File: config.mk
export PLATFORM = sky130hd
export DESIGN_NAME = sar_conv_ctrl
export DESIGN_NICKNAME = d
export VERILOG_FILES = /design/src/rtl/sar_pkg.sv /design/src/rtl/sar_rdy_sync.sv /design/src/rtl/sar_conv_ctrl.sv
export SDC_FILE = /design/constraint.sdc
export NUM_CORES = 1
export LEC_CHECK = 0
export BUFFER_PORTS_ARGS = -buffer_cell sky130_fd_sc_hd__buf_4
export CORE_MARGIN = 3
export CORE_UTILIZATION = 40
export DETAILED_ROUTE_END_ITERATION = 16
export SYNTH_ARGS = -nofsm -noshare
export SYNTH_HDL_FRONTEND = slang
export SYNTH_HIERARCHICAL = 1
export SYNTH_SLANG_ARGS = --single-unit
File: constraint.sdc
create_clock -name CLK -period 1.9 [get_ports CLK]
set_clock_uncertainty 0.2 [all_clocks]
set_input_delay 0 -clock CLK [delete_from_list [all_inputs] [get_ports CLK]]
set_output_delay 0 -clock CLK [all_outputs]
set_load 0.005 [all_outputs]
File: src/rtl/sar_pkg.sv
// rtl/sar_pkg.sv - shared state encoding and widths for the SAR conversion sequencer
package sar_pkg;

  // Default conversion resolution in bits
  localparam int SAR_NBIT_DEF = 10;

  // Sample-phase and comparator-timeout counter widths (both ranges are 1..255)
  localparam int SAMPLE_CNT_W = 8;
  localparam int TMO_CNT_W    = 8;

  typedef enum logic [2:0] {
    ST_IDLE     = 3'd0,
    ST_SAMPLE   = 3'd1,
    ST_COMPARE  = 3'd2,
    ST_WAIT_RDY = 3'd3,
    ST_DECIDE   = 3'd4,
    ST_DONE     = 3'd5
  } sar_state_e;

endpackage

File: src/rtl/sar_rdy_sync.sv
// rtl/sar_rdy_sync.sv - 2-FF synchronizer with rising-edge pulse for analog ready signals
module sar_rdy_sync (
  input  logic CLK,
  input  logic RSTN,
  input  logic D,
  output logic P
);

  logic meta_q;
  logic sync_q;
  logic dly_q;

  // Two synchronizing stages, then one delay stage so a level becomes a single pulse
  always_ff @(posedge CLK or negedge RSTN) begin
    if (!RSTN) begin
      meta_q <= 1'b0;
      sync_q <= 1'b0;
      dly_q  <= 1'b0;
    end else begin
      meta_q <= D;
      sync_q <= meta_q;
      dly_q  <= sync_q;
    end
  end

  assign P = sync_q & ~dly_q;

endmodule

File: src/rtl/sar_conv_ctrl.sv
// rtl/sar_conv_ctrl.sv - SAR conversion sequencer; optional comparator timeout via SAR_COMP_TIMEOUT_EN
module sar_conv_ctrl
  import sar_pkg::*;
#(
  parameter int NBIT        = SAR_NBIT_DEF,
  parameter int SAMPLE_CYC  = 4,
  parameter int TIMEOUT_CYC = 15
) (
  input  logic            CLK,
  input  logic            RSTN,
  input  logic            START,
  input  logic            COMP_RDY,
  input  logic            COMP_OUT,
  output logic            CKS,
  output logic            CLKC,
  output logic [NBIT-1:0] DAC,
  output logic            BUSY,
  output logic [NBIT-1:0] DOUT,
  output logic            VALID,
  output logic            ERR
);

  localparam int IDX_W = (NBIT > 1) ? $clog2(NBIT) : 1;
  localparam logic [SAMPLE_CNT_W-1:0] SAMPLE_LAST = SAMPLE_CNT_W'(SAMPLE_CYC - 1);

  if (SAMPLE_CYC < 1 || SAMPLE_CYC > 255 || TIMEOUT_CYC < 1 || TIMEOUT_CYC > 255) begin : g_param_check
    $error("sar_conv_ctrl: SAMPLE_CYC and TIMEOUT_CYC must lie in 1..255");
  end

  sar_state_e state_q, state_d;
  logic [SAMPLE_CNT_W-1:0] scnt_q, scnt_d;
  logic [IDX_W-1:0]        idx_q, idx_d;
  logic [NBIT-1:0]         sar_q, sar_d;
  logic [NBIT-1:0]         dout_q, dout_d;
  logic comp_q, comp_d;
  logic cks_q, cks_d;
  logic clkc_q, clkc_d;
  logic busy_q, busy_d;
  logic valid_q, valid_d;
  logic err_q, err_d;
  logic rdy_p;
  logic start_ok;
  logic tmo_hit;

  sar_rdy_sync u_rdy_sync (
    .CLK  (CLK),
    .RSTN (RSTN),
    .D    (COMP_RDY),
    .P    (rdy_p)
  );

  // BUSY stays high through the VALID/ERR cycle, so IDLE must also see it low to accept START
  assign start_ok = START & ~busy_q;

`ifdef SAR_COMP_TIMEOUT_EN
  localparam logic [TMO_CNT_W-1:0] TMO_LAST = TMO_CNT_W'(TIMEOUT_CYC - 1);
  logic [TMO_CNT_W-1:0] tcnt_q, tcnt_d;
  assign tmo_hit = (tcnt_q == TMO_LAST);
`else
  assign tmo_hit = 1'b0;
`endif

  // State register
  always_ff @(posedge CLK or negedge RSTN) begin
    if (!RSTN) state_q <= ST_IDLE;
    else       state_q <= state_d;
  end

  // Next-state selection
  always_comb begin
    state_d = state_q;
    case (state_q)
      ST_IDLE:     if (start_ok) state_d = ST_SAMPLE;
      ST_SAMPLE:   if (scnt_q == SAMPLE_LAST) state_d = ST_COMPARE;
      ST_COMPARE:  state_d = ST_WAIT_RDY;
      ST_WAIT_RDY: begin
        if (rdy_p)        state_d = ST_DECIDE;
        else if (tmo_hit) state_d = ST_IDLE;
      end
      ST_DECIDE:   state_d = (idx_q != '0) ? ST_COMPARE : ST_DONE;
      ST_DONE:     state_d = ST_IDLE;
      default:     state_d = ST_IDLE;
    endcase
  end

  // Next values of the registered outputs and datapath; CLKC rises on entry to COMPARE
  always_comb begin
    cks_d   = cks_q;
    clkc_d  = clkc_q;
    busy_d  = busy_q;
    sar_d   = sar_q;
    dout_d  = dout_q;
    valid_d = 1'b0;
    err_d   = 1'b0;
    scnt_d  = scnt_q;
    idx_d   = idx_q;
    comp_d  = comp_q;
`ifdef SAR_COMP_TIMEOUT_EN
    tcnt_d  = tcnt_q;
`endif
    case (state_q)
      ST_IDLE: begin
        busy_d = 1'b0;
        if (start_ok) begin
          cks_d  = 1'b1;
          busy_d = 1'b1;
          sar_d  = '0;
          scnt_d = '0;
        end
      end
      ST_SAMPLE: begin
        scnt_d = scnt_q + 1'b1;
        if (scnt_q == SAMPLE_LAST) begin
          cks_d           = 1'b0;
          clkc_d          = 1'b1;
          sar_d           = '0;
          sar_d[NBIT-1]   = 1'b1;
          idx_d           = IDX_W'(NBIT - 1);
        end
      end
      ST_COMPARE: begin
        clkc_d = 1'b1;
`ifdef SAR_COMP_TIMEOUT_EN
        tcnt_d = '0;
`endif
      end
      ST_WAIT_RDY: begin
`ifdef SAR_COMP_TIMEOUT_EN
        tcnt_d = tcnt_q + 1'b1;
`endif
        if (rdy_p) begin
          comp_d = COMP_OUT;
          clkc_d = 1'b0;
        end else if (tmo_hit) begin
          clkc_d = 1'b0;
          err_d  = 1'b1;
          sar_d  = '0;
        end
      end
      ST_DECIDE: begin
        sar_d[idx_q] = comp_q;
        if (idx_q != '0) begin
          sar_d[idx_q - 1'b1] = 1'b1;
          idx_d               = idx_q - 1'b1;
          clkc_d              = 1'b1;
        end
      end
      ST_DONE: begin
        dout_d  = sar_q;
        valid_d = 1'b1;
      end
      default: ;
    endcase
  end

  // Output and datapath registers
  always_ff @(posedge CLK or negedge RSTN) begin
    if (!RSTN) begin
      cks_q   <= 1'b0;
      clkc_q  <= 1'b0;
      busy_q  <= 1'b0;
      sar_q   <= '0;
      dout_q  <= '0;
      valid_q <= 1'b0;
      err_q   <= 1'b0;
      scnt_q  <= '0;
      idx_q   <= '0;
      comp_q  <= 1'b0;
`ifdef SAR_COMP_TIMEOUT_EN
      tcnt_q  <= '0;
`endif
    end else begin
      cks_q   <= cks_d;
      clkc_q  <= clkc_d;
      busy_q  <= busy_d;
      sar_q   <= sar_d;
      dout_q  <= dout_d;
      valid_q <= valid_d;
      err_q   <= err_d;
      scnt_q  <= scnt_d;
      idx_q   <= idx_d;
      comp_q  <= comp_d;
`ifdef SAR_COMP_TIMEOUT_EN
      tcnt_q  <= tcnt_d;
`endif
    end
  end

  assign CKS   = cks_q;
  assign CLKC  = clkc_q;
  assign DAC   = sar_q;
  assign BUSY  = busy_q;
  assign DOUT  = dout_q;
  assign VALID = valid_q;
  assign ERR   = err_q;

endmodule
==> results of run 1 <==
state kept, by name, indices dropped and copies added, names as in the netlist:
| name | count |
|---|---|
| DAC | 10 |
| DOUT | 10 |
| scnt_q | 8 |
| idx_q | 4 |
| state_q | 3 |
| BUSY | 1 |
| CKS | 1 |
| CLKC | 1 |
| VALID | 1 |
| comp_q | 1 |
| u_rdy_sync/dly_q | 1 |
| u_rdy_sync/meta_q | 1 |
| u_rdy_sync/sync_q | 1 |
routing by layer:
metal / global-route usage [%] / wire (um) / up-vias
met5: 0 / 0 / -
met4: 3.65 / 38 / 0
met3: 3.73 / 240 / 4
met2: 24.5 / 2430 / 43
met1: 24.9 / 2710 / 946
li1: - / - / 971
power groups by stage:
| stage | Clock (uW) | Sequential (uW) | Combinational, uW |
|---|---|---|---|
| 2_1_floorplan | 0 | 1330 | 1140 |
| 3_3_place_gp | 0 | 1390 | 1920 |
| 6_report | 847 | 1400 | 2130 |
| 3_5_place_dp | 0 | 1390 | 1940 |
| 4_1_cts | 867 | 1380 | 2010 |
| 5_1_grt | 912 | 1450 | 2360 |
final timing paths:
kind | cells after the start | from | slack, ns | end
min reg2reg | 0 | u_rdy_sync/meta_q | 0.16 | u_rdy_sync/sync_q
max reg2reg | 7 | idx_q[0] | 0.05 | DAC[5]
min in group CLK | 2 | COMP_RDY | 0.15 | u_rdy_sync/meta_q
max | 7 | idx_q[0] | 0.05 | DAC[5]
min | 2 | RSTN | 0.03 | VALID
max in group asynchronous | 2 | RSTN | 1.08 | state_q[0]
final cells by class:
type,count,share of cell area (%)
multi-input cells,166,39.6
well taps,72,2.92
flip-flops and latches,43,35.0
clock inverters,2,1.94
clock buffers,6,2.35
inverters,6,0.729
repair buffers,71,17.5
per-stage QoR:
step                std cells  TNS [ns]
finish                    366         0
global route              366    -0.119
CTS                       364         0
detailed placement        353    -0.110
global placement          353   -0.0382
floorplan                 230  -0.00211
cells in the final DEF, fill, tap and decap left out, types with 3 or more instances in the layout:
| master | Yosys | final |
|---|---|---|
| ha_2 | 0 | 4 |
| and3_1 | 3 | 3 |
| mux2i_1 | 8 | 8 |
| o31ai_1 | 4 | 4 |
| o211ai_1 | 3 | 3 |
| o21ai_0 | 23 | 23 |
| clkbuf_8 | 0 | 5 |
| buf_4 | 1 | 68 |
| nand4_1 | 4 | 4 |
| dfrtp_1 | 43 | 40 |
| a221o_1 | 6 | 6 |
| nor3b_2 | 1 | 4 |
| a21oi_1 | 3 | 3 |
| nand3b_1 | 7 | 7 |
| mux2_2 | 10 | 10 |
| dlygate4sd3_1 | 0 | 3 |
| dfrtp_2 | 0 | 3 |
| nor2_1 | 12 | 12 |
| inv_1 | 6 | 4 |
| nand2_1 | 23 | 23 |
| nand3_1 | 8 | 8 |
| a31oi_1 | 3 | 3 |
| nor3_1 | 5 | 4 |
logic make-up after synthesis:
logic type                 share of synthesized area (%)
buffers and inverters                               4.17
xor gates and xnor gates                           0.379
DFF                                                 46.6
muxes                                               8.35
other                                              0.162
AOI/OAI and AO/OA                                   16.5
and+or+nand+nor                                     20.6
adders and majority gates                           3.25
repair_timing:
action,4_1_cts,5_1_grt
pin swaps,0,5
hold buffers,3,0
endpoints found under the setup margin,10,16
endpoints found under the hold margin,45,0
setup buffers,0,3
resized for setup,5,18
==> summary.md, run 1 <==
| Metric | Value |
|---|---|
| Die Height | `a little over 80 um` |
| Final hold vios | `0` |
| H-tree depth | `2` |
| Crit-path slowest cell | `dfrtp_2` |
| Crit path capture type | `register` |
| Tot Pwr | `4380 uW` |
| Congestion Overflow GR | `0` |
| Core Area | `between 5000 and 6000 sq um` |
| Largest net degree at the start of global routing | `44` |
| CP bufs+invs | `2` |
| Yosys top cell area share | `between 40 and 50%` |
| Sw frac | `37.5%` |
| Outcome | `finished, final reports clean` |
| Count of different cell masters after synthesis | `50` |
| IO Pins | `30` |
| Area contributors post-synth | `dfrtp_1, o21ai_0, mux2_2` |
| Area of the multi-input gates | `1220 sq um` |
| Final period util | `between 90% and 100%` |
| Antenna viol nets, final | `0` |
| Synth Warn # | `6` |
| Diodes inserted | `0` |
| Layout Nets | `approximately 300` |
| WP data arrival | `approximately 1.8 ns` |
| Clock Power Share | `roughly 19%` |
| CP delay by family, top | `flip-flops` |
| Max-Cap Viols | `0` |
| Max Freq | `approximately 0.54 GHz` |
| Crit path cell chain | `buf_4 > ha_2 > buf_4 > nand3b_1 > mux2i_1 > nor2_1 > a221o_1` |
| RSZ-0062 raised after global routing | `yes` |
| Worst-path clk slew | `approximately 0.09 ns` |
| Post-synth top area cell | `dfrtp_1` |
| Mapped cell area | `between 2000 and 2500 sq um` |
| WHS | `0.0255 ns` |
| Post-layout util | `roughly 56%` |
| CP max stage delay | `~0.42 ns` |
| Worst vdd ir | `around 0.00068 V` |
| Seq/Total Area, Yosys | `between 40% and 50%` |
| Clock Latency Late Sink | `0.29 ns` |
| Slew headroom | `roughly two thirds` |
| Most frequent cell after synthesis | `dfrtp_1` |
| Die Span X | `a little over 80 um` |
| Synth cell count leaders | `dfrtp_1, nand2_1, o21ai_0` |
| CP Max Fanout | `7` |
| CP Data Required Time | `~1.9 ns` |
| Post-detail-place hpwl | `3870 um` |
| DRC | `0` |
| Final setup fails | `0` |
| DR WL/cell | `14.8 um` |
| Sequential power share | `31.9%` |
| Vias per inst | `5.37` |
| Async SR Flop Fraction | `100%` |
| Setup ws final | `between 0.05 and 0.06 ns` |
| Synthesis-to-finish area growth | `33.8%` |
| Place WS | `-0.0416 ns` |
| Vias in the first global route | `about 1.7k` |
| Crit-path most repeated cell | `buf_4` |
| GRT Overall Usage | `roughly 17%` |
| Inserted Clock Buffers | `5` |
| TritonCTS clock tree | `done` |
| Drt total wl | `5420 um` |
| Syn nets | `between 200 and 250` |
| Root Driver | `clkbuf_8` |
| Share of cells above drive strength 1 | `~38%` |
| Mean area per synthesized cell | `approximately 10 sq um` |
| Primary FF master, synth | `dfrtp_1` |
| Clock sink total | `43` |
| Crit path launch type | `register` |
| Die area | `between 6000 and 7000 sq um` |
| Leak | `between 0.001 and 0.0015 uW` |
| Tightest Pin Transition | `0.529 ns` |
| Net Sw Power | `1640 uW` |
| Row count | `27` |
| Post-synth EDFFs | `0` |
| Starting Density | `41.7%` |
| Post-DP Area | `2830 sq um` |
| P_int | `between 2000 and 3000 uW` |
| Slew Limit Fails | `0` |
| Port Buf Inserts | `28` |
| Number of synthesized register bits | `43` |
| DR vias | `about 2.0k` |
| Drt pass-1 iters | `4` |
| Fillers | `500` |
| Combinational Power Share | `48.7%` |
| 1st-iter DRT viols | `around 140` |
| Antenna violations before repair | `0` |
| Sequential standard cell area | `1080 sq um` |
| First-pass GRT wire length | `between 8000 and 9000 um` |
| Fin area | `~3100 sq um` |
| Worst Hold Class | `input port to async pin` |
| Power density cells | `1420 nW/um^2` |
| Synthesized instance count | `230` |
| Bufs on Longest Clock Path | `2` |
| Post-layout min period | `around 1.8 ns` |
| Crit Path Class | `register to register` |
| Final Wtd Congestion | `roughly 0.76` |
(Power assumes the default switching activity.)
==> inputs of run 2 (changes only) <==
--- a/config.mk
+++ b/config.mk
@@ -9,6 +9,7 @@
 export CORE_MARGIN = 3
 export CORE_UTILIZATION = 40
 export DETAILED_ROUTE_END_ITERATION = 16
+export HOLD_SLACK_MARGIN = 0.08
 export SYNTH_ARGS = -nofsm -noshare
 export SYNTH_HDL_FRONTEND = slang
 export SYNTH_HIERARCHICAL = 1
==> run 2 against run 1 <==
Against the previous run:
- register-to-register slack barely moved
- cell area increased by 0.32%
- clock-buffer cell count stayed put
- combinational power is essentially flat
- routed wire length grew 0.13%
- critical path type unchanged
==> summary.md, run 2 (synthesis gave the netlist of run 1 again) <==
| Metric | Value |
|---|---|
| Outcome | `finished, final reports clean (unchanged)` |
| GRT Overall Usage | `16.7% (about the same)` |
| WHS Path Cells | `2` |
| Drt total wl | `5430 um (was 5420 um)` |
| Max-Cap Viols | `0 (unchanged)` |
| CP Data Required Time | `1.88 ns (was 1.89 ns)` |
| Register-to-register setup slack | `0.06 ns (was 0.05 ns)` |
| Root Driver | `clkbuf_8 (unchanged)` |
| Antenna viol nets, final | `0 (unchanged)` |
| Clock Latency Late Sink | `0.30 ns (was 0.29 ns)` |
| Final hold vios | `0 (unchanged)` |
| Power density cells | `1410 nW/um^2 (was 1420 nW/um^2)` |
| First-pass GRT wire length | `8690 um (was 8670 um)` |
| Slew headroom | `64.6% (was 64.7%)` |
| Row count | `27 (unchanged)` |
| Worst vdd ir | `0.000687 V (was 0.000683 V)` |
| Drt pass-1 iters | `4 (unchanged)` |
| Die area | `6720 sq um (unchanged)` |
| Post-detail-place hpwl | `3870 um (unchanged)` |
| Worst Hold Class | `input port to register (was input port to async pin)` |
| Starting Density | `41.7% (unchanged)` |
| Fin area | `3100 sq um (was 3090 sq um)` |
| Congestion Overflow GR | `0 (unchanged)` |
| Place WS | `-0.0416 ns (unchanged)` |
| Crit Path Class | `register to register (unchanged)` |
| DR vias | `1967 (was 1964)` |
| Crit path launch type | `register (unchanged)` |
| DRC | `0 (unchanged)` |
| Synthesis-to-finish area growth | `34.3% (was 33.8%)` |
| CP delay by family, top | `compound AO/OA/AOI/OAI gates (was flip-flops)` |
| Crit path cell chain | `ha_2 > or3b_4 > o31ai_4 > o21ai_1 > o2bb2ai_1 (was buf_4 > ha_2 > buf_4 > nand3b_1 > mux2i_1 > nor2_1 > a221o_1)` |
| Crit path capture type | `register (unchanged)` |
| Setup tns final | `0 ns (unchanged)` |
| Final period util | `96.9% (was 97.3%)` |
| Max Freq | `0.543 GHz (was 0.541 GHz)` |
| Non-filler cells, final | `367 (was 366)` |
| Slew Limit Fails | `0 (unchanged)` |
| Worst-path clk slew | `0.08 ns (was 0.09 ns)` |
| Placed insts | `353 (unchanged)` |
| Port Buf Inserts | `28 (unchanged)` |
| 1st-iter DRT viols | `147 (was 144)` |
| Final setup fails | `0 (unchanged)` |
| Commonest non-fill, non-tap cell in the layout | `buf_4 (unchanged)` |
| WP data arrival | `1.82 ns (was 1.84 ns)` |
| Crit-path slowest cell | `or3b_4 (was dfrtp_2)` |
| Vias per inst | `5.36 (was 5.37)` |
| Die Height | `82.0 um (unchanged)` |
| Antenna violations before repair | `0 (unchanged)` |
| Worst Reg-to-Reg Cells | `5 (was 7)` |
| Largest net degree at the start of global routing | `44 (unchanged)` |
| IO Pins | `30 (unchanged)` |
| Leak | `0.00143 uW (about the same)` |
| Commonest non-fill, non-tap cells in the layout | `buf_4, dfrtp_1, nand2_1, o21ai_0, nor2_1 (unchanged)` |
| Diodes inserted | `0 (unchanged)` |
| Post-layout min period | `1.84 ns (was 1.85 ns)` |
| Inserted Clock Buffers | `5 (unchanged)` |
| TritonCTS clock tree | `done (unchanged)` |
| RSZ-0062 raised after global routing | `yes (unchanged)` |
| Tightest Pin Transition | `0.531 ns (was 0.529 ns)` |
| Bufs on Longest Clock Path | `2 (unchanged)` |
| CP Max Fanout | `3 (was 7)` |
| CP bufs+invs | `0 (was 2)` |
| Layout Nets | `305 (was 304)` |
| Post-DP Area | `2830 sq um (unchanged)` |
| H-tree depth | `2 (unchanged)` |
| Core Area | `5540 sq um (unchanged)` |
| Setup ws final | `0.0585 ns (was 0.0518 ns)` |
| Levels on crit path | `5 (was 7)` |
| DR WL/cell | `14.8 um (about the same)` |
| Tot Pwr | `4380 uW (about the same)` |
| CP max stage delay | `0.42 ns (about the same)` |
| Vias in the first global route | `1759 (was 1747)` |
| Share of cells above drive strength 1 | `38.3% (was 38.4%)` |
| Clock sink total | `43 (unchanged)` |
| Final Wtd Congestion | `0.756 (unchanged)` |
| Die Span X | `82.0 um (unchanged)` |
[run 2: changes by cell type in the layout (fill, tap and decap cells not counted)]
| cell | delta |
|---|---|
| dlygate4sd3_1 | +1 |
[run 2: worst reg2reg max path: stages (launching register included)]
cell	delay, ns
dfrtp_1	0.37
ha_2	0.19
or3b_4	0.42
o31ai_4	0.31
o21ai_1	0.11
o2bb2ai_1	0.13
[run 2: routing by layer]
layer	global-route usage [%]	wire, um	up-vias
met4	3.65	46	0
li1	-	-	972
met2	24.6	2440	47
met3	3.73	258	6
met5	0	0	-
met1	24.9	2680	942
[run 2: what timing repair did]
item,in CTS,in global routing
hold endpoints to repair,45,0
hold buffers,4,0
resized for setup,5,18
buffers inserted,0,3
pin swaps,0,5
endpoints found under the setup margin,10,16
[run 2: area by class of cell]
class | instances | area [sq um]
repair buffers | 72 | 551
clock inverters | 2 | 60.1
multi-input cells | 166 | 1220
fillers | 499 | 2440
clock buffers | 6 | 72.6
flip-flops and latches | 43 | 1080
well taps | 72 | 90.1
inverters | 6 | 22.5
[run 2: per-stage QoR]
stage	utilization, %	hold slack, ns
floorplan	-	-0.496
global placement	51.1	-0.172
detailed placement	51.1	-0.175
CTS	54.6	0.146
global route	55.9	0.147
finish	55.9	0.152
[run 2: path summary, 6_finish.rpt]
check                                   from                end
setup reg to reg                   scnt_q[0]           idx_q[2]
setup / recovery                   scnt_q[0]           idx_q[2]
min in group asynchronous               RSTN             DAC[8]
hold / removal                      COMP_RDY  u_rdy_sync/meta_q
max in group asynchronous               RSTN         state_q[0]
hold reg to reg            u_rdy_sync/meta_q  u_rdy_sync/sync_q
[run 2: power breakdown]
| part | switching, uW | total (uW) | internal [uW] |
|---|---|---|---|
| combinational | 1060 | 2130 | 1080 |
| sequential | 264 | 1400 | 1140 |
| clock | 321 | 847 | 526 |
